===== config.mk =====
export PLATFORM = sky130hd
export DESIGN_NAME = mii_tx_framer
export DESIGN_NICKNAME = d
export VERILOG_FILES = /design/src/rtl/mii_tx_framer.sv
export SDC_FILE = /design/constraint.sdc
export NUM_CORES = 1
export LEC_CHECK = 0
export CELL_PAD_IN_SITES_DETAIL_PLACEMENT = 2
export CELL_PAD_IN_SITES_GLOBAL_PLACEMENT = 2
export CORE_MARGIN = 2
export CORE_UTILIZATION = 40
export DETAILED_ROUTE_END_ITERATION = 7
export PLACE_DENSITY_LB_ADDON = 0.25
export SYNTH_ARGS = -nofsm -noshare
export SYNTH_HDL_FRONTEND = slang
export SYNTH_SLANG_ARGS = --single-unit

===== constraint.sdc =====
create_clock -name clock -period 6.5 [get_ports clock]
set_input_delay 0.975 -clock clock [delete_from_list [all_inputs] [get_ports clock]]
set_output_delay 0.975 -clock clock [all_outputs]
set_load 0.02 [all_outputs]

===== src/rtl/mii_tx_framer.sv =====
// Byte-wide MII transmit framer: wraps an AXI-stream payload with preamble/SFD,
// optional zero padding and CRC-32 FCS, then enforces the inter-frame gap.
module mii_tx_framer #(
    parameter logic [7:0] PREAMBLE         = 8'h55,
    parameter logic [7:0] SFD              = 8'hd5,
    parameter int         PREAMBLE_LENGTH  = 7,
    parameter bit         ENABLE_PAD       = 1'b1,
    parameter int         MIN_FRAME_LENGTH = 60,
    parameter bit         ENABLE_FCS       = 1'b1,
    parameter int         IFG_LENGTH       = 12
) (
    input  logic       clock,
    input  logic       reset,
    input  logic [7:0] saxis_tdata,
    input  logic       saxis_tvalid,
    output logic       saxis_tready,
    input  logic       saxis_tlast,
    output logic [7:0] maxis_tdata,
    output logic       maxis_tvalid,
    input  logic       maxis_tready,
    output logic       maxis_tlast
);

    localparam logic [3:0]  PRE_LAST = 4'(PREAMBLE_LENGTH - 1);
    localparam logic [15:0] MIN_LEN  = 16'(MIN_FRAME_LENGTH);
    localparam logic [15:0] IFG_LAST = 16'(IFG_LENGTH - 1);

    typedef enum logic [2:0] {
        ST_IDLE, ST_PREAMBLE, ST_SFD, ST_DATA, ST_PAD, ST_FCS, ST_IFG
    } state_t;

    state_t      state_q;
    logic [7:0]  tdata_q;
    logic        tvalid_q, tlast_q;
    logic        crc_en_q;   // output register holds a payload/pad byte
    logic        last_in_q;  // upstream tlast already taken
    logic [15:0] cnt_q, cnt_inc, ifg_q;
    logic [3:0]  idx_q;
    logic [31:0] crc_q, crc_d, fcs_word;
    logic        out_hs, out_free, in_hs, launch;

    function automatic logic [31:0] crc_byte(input logic [31:0] c, input logic [7:0] d);
        logic [31:0] r;
        r = c ^ {24'h0, d};
        for (int i = 0; i < 8; i++) r = r[0] ? ((r >> 1) ^ 32'hEDB88320) : (r >> 1);
        return r;
    endfunction

    assign out_hs   = tvalid_q && maxis_tready;
    assign out_free = !tvalid_q || maxis_tready;
    assign in_hs    = saxis_tvalid && saxis_tready;
    assign cnt_inc  = (cnt_q == 16'hFFFF) ? cnt_q : cnt_q + 16'd1;
    // The CRC absorbs a byte when it leaves, so the first FCS byte sees the final payload/pad byte.
    assign crc_d    = (out_hs && crc_en_q) ? crc_byte(crc_q, tdata_q) : crc_q;
    assign fcs_word = ~crc_d;
    assign launch   = saxis_tvalid &&
                      (state_q == ST_IDLE || (state_q == ST_IFG && ifg_q == IFG_LAST));

    assign maxis_tdata  = tdata_q;
    assign maxis_tvalid = tvalid_q;
    assign maxis_tlast  = tlast_q;

    always_comb begin
        saxis_tready = 1'b0;
        case (state_q)
            ST_SFD:  saxis_tready = maxis_tready;
            ST_DATA: saxis_tready = out_free && !last_in_q;
            default: saxis_tready = 1'b0;
        endcase
        if (reset) saxis_tready = 1'b0;
    end

    always_ff @(posedge clock) begin
        if (reset) begin
            state_q   <= ST_IDLE;
            tdata_q   <= '0;
            tvalid_q  <= 1'b0;
            tlast_q   <= 1'b0;
            crc_en_q  <= 1'b0;
            last_in_q <= 1'b0;
            cnt_q     <= '0;
            idx_q     <= '0;
            ifg_q     <= '0;
            crc_q     <= '1;
        end else if (launch) begin
            state_q   <= ST_PREAMBLE;
            tdata_q   <= PREAMBLE;
            tvalid_q  <= 1'b1;
            tlast_q   <= 1'b0;
            crc_en_q  <= 1'b0;
            last_in_q <= 1'b0;
            cnt_q     <= '0;
            idx_q     <= '0;
            crc_q     <= '1;
        end else if (tlast_q && out_hs) begin
            state_q  <= (IFG_LENGTH == 0) ? ST_IDLE : ST_IFG;
            tvalid_q <= 1'b0;
            tlast_q  <= 1'b0;
            crc_en_q <= 1'b0;
            ifg_q    <= '0;
            crc_q    <= '1;
        end else begin
            crc_q <= crc_d;
            case (state_q)
                ST_IDLE: crc_q <= '1;
                ST_PREAMBLE: if (out_hs) begin
                    idx_q <= idx_q + 4'd1;
                    if (idx_q == PRE_LAST) begin
                        tdata_q <= SFD;
                        state_q <= ST_SFD;
                    end
                end
                ST_SFD, ST_DATA: if (out_free) begin
                    state_q <= ST_DATA;
                    if (in_hs) begin
                        tdata_q  <= saxis_tdata;
                        tvalid_q <= 1'b1;
                        crc_en_q <= 1'b1;
                        cnt_q    <= cnt_inc;
                        if (saxis_tlast) begin
                            last_in_q <= 1'b1;
                            if (ENABLE_PAD && cnt_inc < MIN_LEN) begin
                                state_q <= ST_PAD;
                            end else if (ENABLE_FCS) begin
                                state_q <= ST_FCS;
                                idx_q   <= '0;
                            end else begin
                                tlast_q <= 1'b1;
                            end
                        end
                    end else begin
                        tvalid_q <= 1'b0;
                        crc_en_q <= 1'b0;
                    end
                end
                ST_PAD: if (out_free) begin
                    tdata_q  <= 8'h00;
                    tvalid_q <= 1'b1;
                    crc_en_q <= 1'b1;
                    cnt_q    <= cnt_inc;
                    if (cnt_inc == MIN_LEN) begin
                        if (ENABLE_FCS) begin
                            state_q <= ST_FCS;
                            idx_q   <= '0;
                        end else begin
                            tlast_q <= 1'b1;
                        end
                    end
                end
                ST_FCS: if (out_free) begin
                    tdata_q  <= fcs_word[{idx_q[1:0], 3'b000} +: 8];
                    tvalid_q <= 1'b1;
                    crc_en_q <= 1'b0;
                    idx_q    <= idx_q + 4'd1;
                    if (idx_q == 4'd3) tlast_q <= 1'b1;
                end
                ST_IFG: begin
                    crc_q <= '1;
                    ifg_q <= ifg_q + 16'd1;
                    if (ifg_q == IFG_LAST) state_q <= ST_IDLE;
                end
                default: state_q <= ST_IDLE;
            endcase
        end
    end

endmodule

==> impl_metrics.ini, run 1 <==
[outcome]
status = finished clean

[place]
io_buffers = 23
dp.cells = 788
gp_congestion = 0.826
dp_hpwl_mm = 12.5

[global_routing]
grt_max_degree = 40
overflow = 0
grtUsageTotal_pct = 26.7
first_global_vias = 5140
grt_pass1_wl_mm = 27.7
antenna_found_initial = 0

[cts]
numCtsBuffers = 9
worstSkewPairLatency_ns = 0.35
cts_buffer_depth = 2
clkSinkCount = 83
root_buffer = clkbuf_16
ctsHoldBuffers = 0
path_clk_slew_ns = 0.06
cts-htree-levels = 3
cts_setup_buffers = 0
cts_resized = 0
cts_tree = built

[sta]
final-setup-viol-count = 0
skew_ns = 0.00508
final_max_slew_viol_count = 0
tns_ns = 0
slew_headroom_pct = 35.7
final-hold-violation-count = 0
finalCritPeriodShare_pct = 60.4
worstMarginPinSlew_ns = 0.964
period_needed_ns = 3.93
fmax_ghz = 0.255
grt_setup_unrepaired = no

[worst_setup_path]
path_class = in2out
cp_data_arrival_time_ns = 2.95
worst_ep_required_time_ns = 5.52
reg2regPathDepth = 8
crit_path_max_fanout = 13
reg2reg_slack_ns = 3.30
cp-end-kind = primary output
r2r-start = maxis_tdata[7]
r2r_end = maxis_tdata[7]
worstSetupStartpointType = primary input

[floorplan]
fp.dieH_um = 117
ioPinCount = 24
rows = 41
core-area_um2 = 12500
fp.dieArea_um2 = 13600
die_x_um = 117
start_util_pct = 40.6

[logic_synthesis]
syn-cell-area_um2 = 5080
synth_top_cell_by_area = dfxtp_1
yosys-top-cells-count = dfxtp_1 (83), nand2_1 (67), nor2_1 (64), xnor2_1 (55), a21oi_1 (34)
yosysWarnings = 0
synthTopCellsByArea = dfxtp_1 (33%), xnor2_1 (9.5%), nand2_1 (5.0%)
ys_ff_latch = 83
yosysSeqAreaShare_pct = 32.7
async_flop_share_pct = 0
synth-edff-count = 0
synthCells = 621
synth_ff_type = dfxtp_1
synth.most_common_cell = dfxtp_1
synth_top_area_share_pct = 32.7
synth_area_per_cell_um2 = 8.17
syn_nets = 638
ys_types = 62

[drt]
top_layer = met4
route.detailed.drc = 0
drtIter0Drc = 157
met3WireLength_um = 278
ant_nets = 0
wl_per_cell_um = 21.6
drt-total-wl_mm = 17.3
wl_met1_mm = 7.67
viasPerCell = 5.82
vias = 4676
first_pass_iters = 4
met2_wirelength_mm = 8.97

[cells_and_area]
diodes = 0
area_delta_synth_final_pct = 14.2
stdcell_count = 804
drive_gt1_share_pct = 6.33
nNetsFinal = 644

[power]
irDropWorstVdd_v = 0.000104
p_leak_nw = 2.00
cellPowerDensity_nw_per_um2 = 231

[min_path]
hold_path_end = ifg_q[14]
hold_start = ifg_q[14]
hold_path_depth = 2
hold_class = reg2reg

[run]
maxCapViolCount = 0
[logic make-up (layout without fill, tap and decap cells)]
family          after synthesis  count (layout)  share of synthesized area [%]
simple gates                251             251                           24.4
compound gates              129             129                           16.6
xor+xnor                     89              89                           17.6
flops                        83              83                           32.7
buf+inv                      46              57                           3.60
mux                          19              19                           4.12
fa+ha+maj                     4               4                          0.986
[cell type report]
class	count	area (um^2)
clock buffer	12	267
clock inverter	4	95.1
fill	1427	6720
inverter	12	45.0
multi-input combinational	492	3240
sequential	83	1660
tap	172	215
timing repair buffer	29	275
[critical path: stages]
cell,delay [ns]
clkdlybuf4s50_1,0.69
a21oi_1,0.32
o21ai_0,0.13
nor2_1,0.19
clkdlybuf4s50_1,0.65
[worst max-delay path by stage]
stage | startpoint | endpoint | slack (ns)
finish | reset | saxis_tready | 2.57
global placement | maxis_tready | maxis_tdata[3] | 2.68
floorplan | maxis_tready | maxis_tdata[3] | 3.46
global route | reset | saxis_tready | 2.40
CTS | reset | saxis_tready | 2.57
detailed placement | maxis_tready | maxis_tdata[3] | 2.50
[flip-flops by register name, summed over array words and instances, names as in the netlist]
signal and count:
crc_en_q 1, last_in_q 1, state_q 3, cnt_q 16, ifg_q 16, idx_q 4
crc_q 32, maxis_tdata 8, maxis_tlast 1, maxis_tvalid 1
[through the flow]
stage / setup WS (ns) / power [mW] / instance area (um^2) / hold slack [ns] / utilization, %
CTS: 2.57 / 1.35 / 5800 / 0.525 / 46.3
finish: 2.57 / 1.34 / 5800 / 0.521 / 46.3
global route: 2.40 / 1.39 / 5800 / 0.548 / 46.3
global placement: 2.68 / 0.719 / 5430 / 0.479 / 43.4
detailed placement: 2.50 / 0.725 / 5430 / 0.499 / 43.4
floorplan: 3.46 / 0.666 / 5080 / 0.437 / -
[report_power, final]
part	internal (mW)	switching, mW
clock	0.407	0.220
combinational	0.0820	0.107
sequential	0.513	0.0113
[metal layers]
| layer | GRT usage, % | vias to the layer above |
|---|---|---|
| met5 | 0 | - |
| met4 | 10.5 | 0 |
| met3 | 3.48 | 26 |
| met2 | 49.1 | 53 |
| met1 | 31.6 | 2377 |
| li1 | - | 2220 |
[cells in the final DEF (no fill, tap or decap), drive strengths merged, types with 6 or more instances in the layout]
| master | count |
|---|---|
| nand2 | 67 |
| a31oi | 8 |
| inv | 11 |
| clkdlybuf4s50 | 23 |
| xor2 | 27 |
| mux2i | 16 |
| buf | 6 |
| nor2b | 9 |
| o21ai | 33 |
| xnor2 | 58 |
| or4 | 9 |
| a21oi | 34 |
| and3 | 12 |
| nand2b | 6 |
| nand3 | 22 |
| nor3 | 21 |
| nand4 | 7 |
| clkbuf | 12 |
| a211oi | 8 |
| nor4 | 7 |
| or3 | 11 |
| o211ai | 11 |
| nor2 | 64 |
| dfxtp | 83 |
| o2111ai | 7 |
(Power assumes the default switching activity.)
==> inputs of run 2 (changes only) <==
--- a/config.mk
+++ b/config.mk
@@ -8,7 +8,7 @@
 export CELL_PAD_IN_SITES_DETAIL_PLACEMENT = 2
 export CELL_PAD_IN_SITES_GLOBAL_PLACEMENT = 2
 export CORE_MARGIN = 2
-export CORE_UTILIZATION = 40
+export CORE_UTILIZATION = 37
 export DETAILED_ROUTE_END_ITERATION = 7
 export PLACE_DENSITY_LB_ADDON = 0.25
 export SYNTH_ARGS = -nofsm -noshare
==> constraint.sdc (replaced) <==
create_clock -name clock -period 3.8 [get_ports clock]
set_input_delay 0.57 -clock clock [delete_from_list [all_inputs] [get_ports clock]]
set_output_delay 0.57 -clock clock [all_outputs]
set_load 0.02 [all_outputs]
==> run 2 against run 1 <==
Against the previous run: clock power increased by 32%; hold slack got worse by 0.015 ns; sequential share of layout area increased by 0.062 points; first-iteration DRC count increased by 54%; highest routed layer unchanged.
==> impl_metrics.ini, run 2 (synthesis results as in run 1) <==
[outcome]
status = finished clean

[cts]
cts_buffer_depth = 2
clkSinkCount = 83
cts_resized = 0
ctsHoldBuffers = 0
cts-htree-levels = 3
worstSkewPairLatency_ns = 0.35
cts_setup_buffers = 0
numCtsBuffers = 9
cts_tree = built
root_buffer = clkbuf_16
path_clk_slew_ns = 0.06

[drt]
wl_per_cell_um = 20.7
drtIter0Drc = 242
viasPerCell = 5.76
drt-total-wl_mm = 16.9
first_pass_iters = 4
vias = 4708
route.detailed.drc = 0
ant_nets = 0

[sta]
final-setup-viol-count = 0
whs_ns = 0.505
slew_headroom_pct = 39.7
final-hold-violation-count = 0
period_needed_ns = 3.06
final_max_slew_viol_count = 0
skew_ns = 0.00756
fin_ws_ns = 0.737
tns_ns = 0
worstMarginPinSlew_ns = 0.898
finalCritPeriodShare_pct = 80.6
fmax_ghz = 0.327
grt_setup_unrepaired = no

[place]
gp_congestion = 0.790
place_area_um2 = 5520
dp_hpwl_mm = 12.5
dp.cells = 803
io_buffers = 23
dpl_worst_slack_ns = 0.448

[min_path]
hold_class = reg2reg

[worst_setup_path]
cp-end-kind = register
crit_end = idx_q[1]
startpoint = cnt_q[3]
reg2reg_slack_ns = 0.74
path_class = reg2reg
reg2regPathDepth = 8
cp_data_arrival_time_ns = 3.30
r2r_end = idx_q[1]
crit_path_max_fanout = 10
worstSetupStartpointType = register
worst_ep_required_time_ns = 4.04
r2r-start = cnt_q[3]

[power]
p_leak_nw = 2.01
irDropWorstVdd_v = 0.000229
total_power_mw = 2.06
p_sw_mw = 0.580
power.share.clock_pct = 40.1
switching_share_pct = 28.2
internal_power_mw = 1.48
cellPowerDensity_nw_per_um2 = 356
seq_power_share_pct = 43.6
combPwrFrac_pct = 16.4

[cells_and_area]
final_area_um2 = 5780
reg_top3 = crc_q (32), cnt_q (16), ifg_q (16)
stdcell_count = 818
diodes = 0
regArea_um2 = 1660
drive_gt1_share_pct = 7.48
final_cell_mix = dfxtp_1 (83), nand2_1 (67), nor2_1 (64)
area_delta_synth_final_pct = 13.9
multi_input_area_um2 = 3240
final_util_pct = 43.5
largest_reg_flops = 32
final_common_cell = dfxtp_1
layout.filler_cells = 1494
top_register = crc_q
nNetsFinal = 655

[global_routing]
grt_pass1_wl_mm = 27.9
use_met1_pct = 31.7
use_met3_pct = 2.63
grt_busiest_layer = met2
grt_max_degree = 40
grtUsageTotal_pct = 24.5
first_global_vias = 5053
use_met2_pct = 42.3
antenna_found_initial = 0
overflow = 0

[floorplan]
fp.dieH_um = 121
die_x_um = 121
rows = 42
core-area_um2 = 13300
start_util_pct = 38.2
fp.dieArea_um2 = 14700
ioPinCount = 24

[run]
maxCapViolCount = 0
## run 2: changes by cell type in the layout (fill, tap and decap cells not counted)
cell,change
clkbuf_8,-2
bufinv_16,-3
clkinv_2,+2
buf_4,+11
clkbuf_1,+2
## run 2: cell type report
class / count / share of cell area, %
Clock buffer: 12 / 4.26
Clock inverter: 3 / 0.260
Inverter: 12 / 0.779
Multi-Input combinational cell: 492 / 56.0
Sequential cell: 83 / 28.7
Tap cell: 176 / 3.81
Timing Repair Buffer: 40 / 6.19
## run 2: power groups by stage
| stage | Clock (mW) | Combinational [mW] | Sequential (mW) |
|---|---|---|---|
| floorplan | 0 | 0.225 | 0.915 |
| detailed placement | 0 | 0.334 | 0.917 |
| global route | 0.878 | 0.363 | 0.898 |
| finish | 0.825 | 0.337 | 0.898 |
| global placement | 0 | 0.326 | 0.916 |
| CTS | 0.850 | 0.338 | 0.897 |
## run 2: worst min-delay path by stage
stage,startpoint,end,slack (ns),cells past startpoint
2_1_floorplan,last_in_q,last_in_q,0.44,2
3_3_place_gp,ifg_q[14],ifg_q[14],0.48,2
3_5_place_dp,last_in_q,last_in_q,0.49,2
4_1_cts,last_in_q,last_in_q,0.51,2
5_1_grt,ifg_q[13],ifg_q[13],0.56,2
6_report,crc_q[21],crc_q[21],0.51,2
## run 2: metal layers
| layer | up-vias | share of wire, % |
|---|---|---|
| li1 | 2244 | - |
| met1 | 2390 | 45 |
| met2 | 53 | 50 |
| met3 | 21 | 2.1 |
| met4 | 0 | 2.3 |
| met5 | - | 0 |
## run 2: critical path: stages (launching register included)
cell,delay [ns]
dfxtp_1,0.48
nand4_1,0.43
nor4_1,0.45
mux2i_1,0.35
o2111ai_1,0.22
a211oi_2,0.34
a21o_1,0.16
and3_4,0.22
mux2_4,0.30
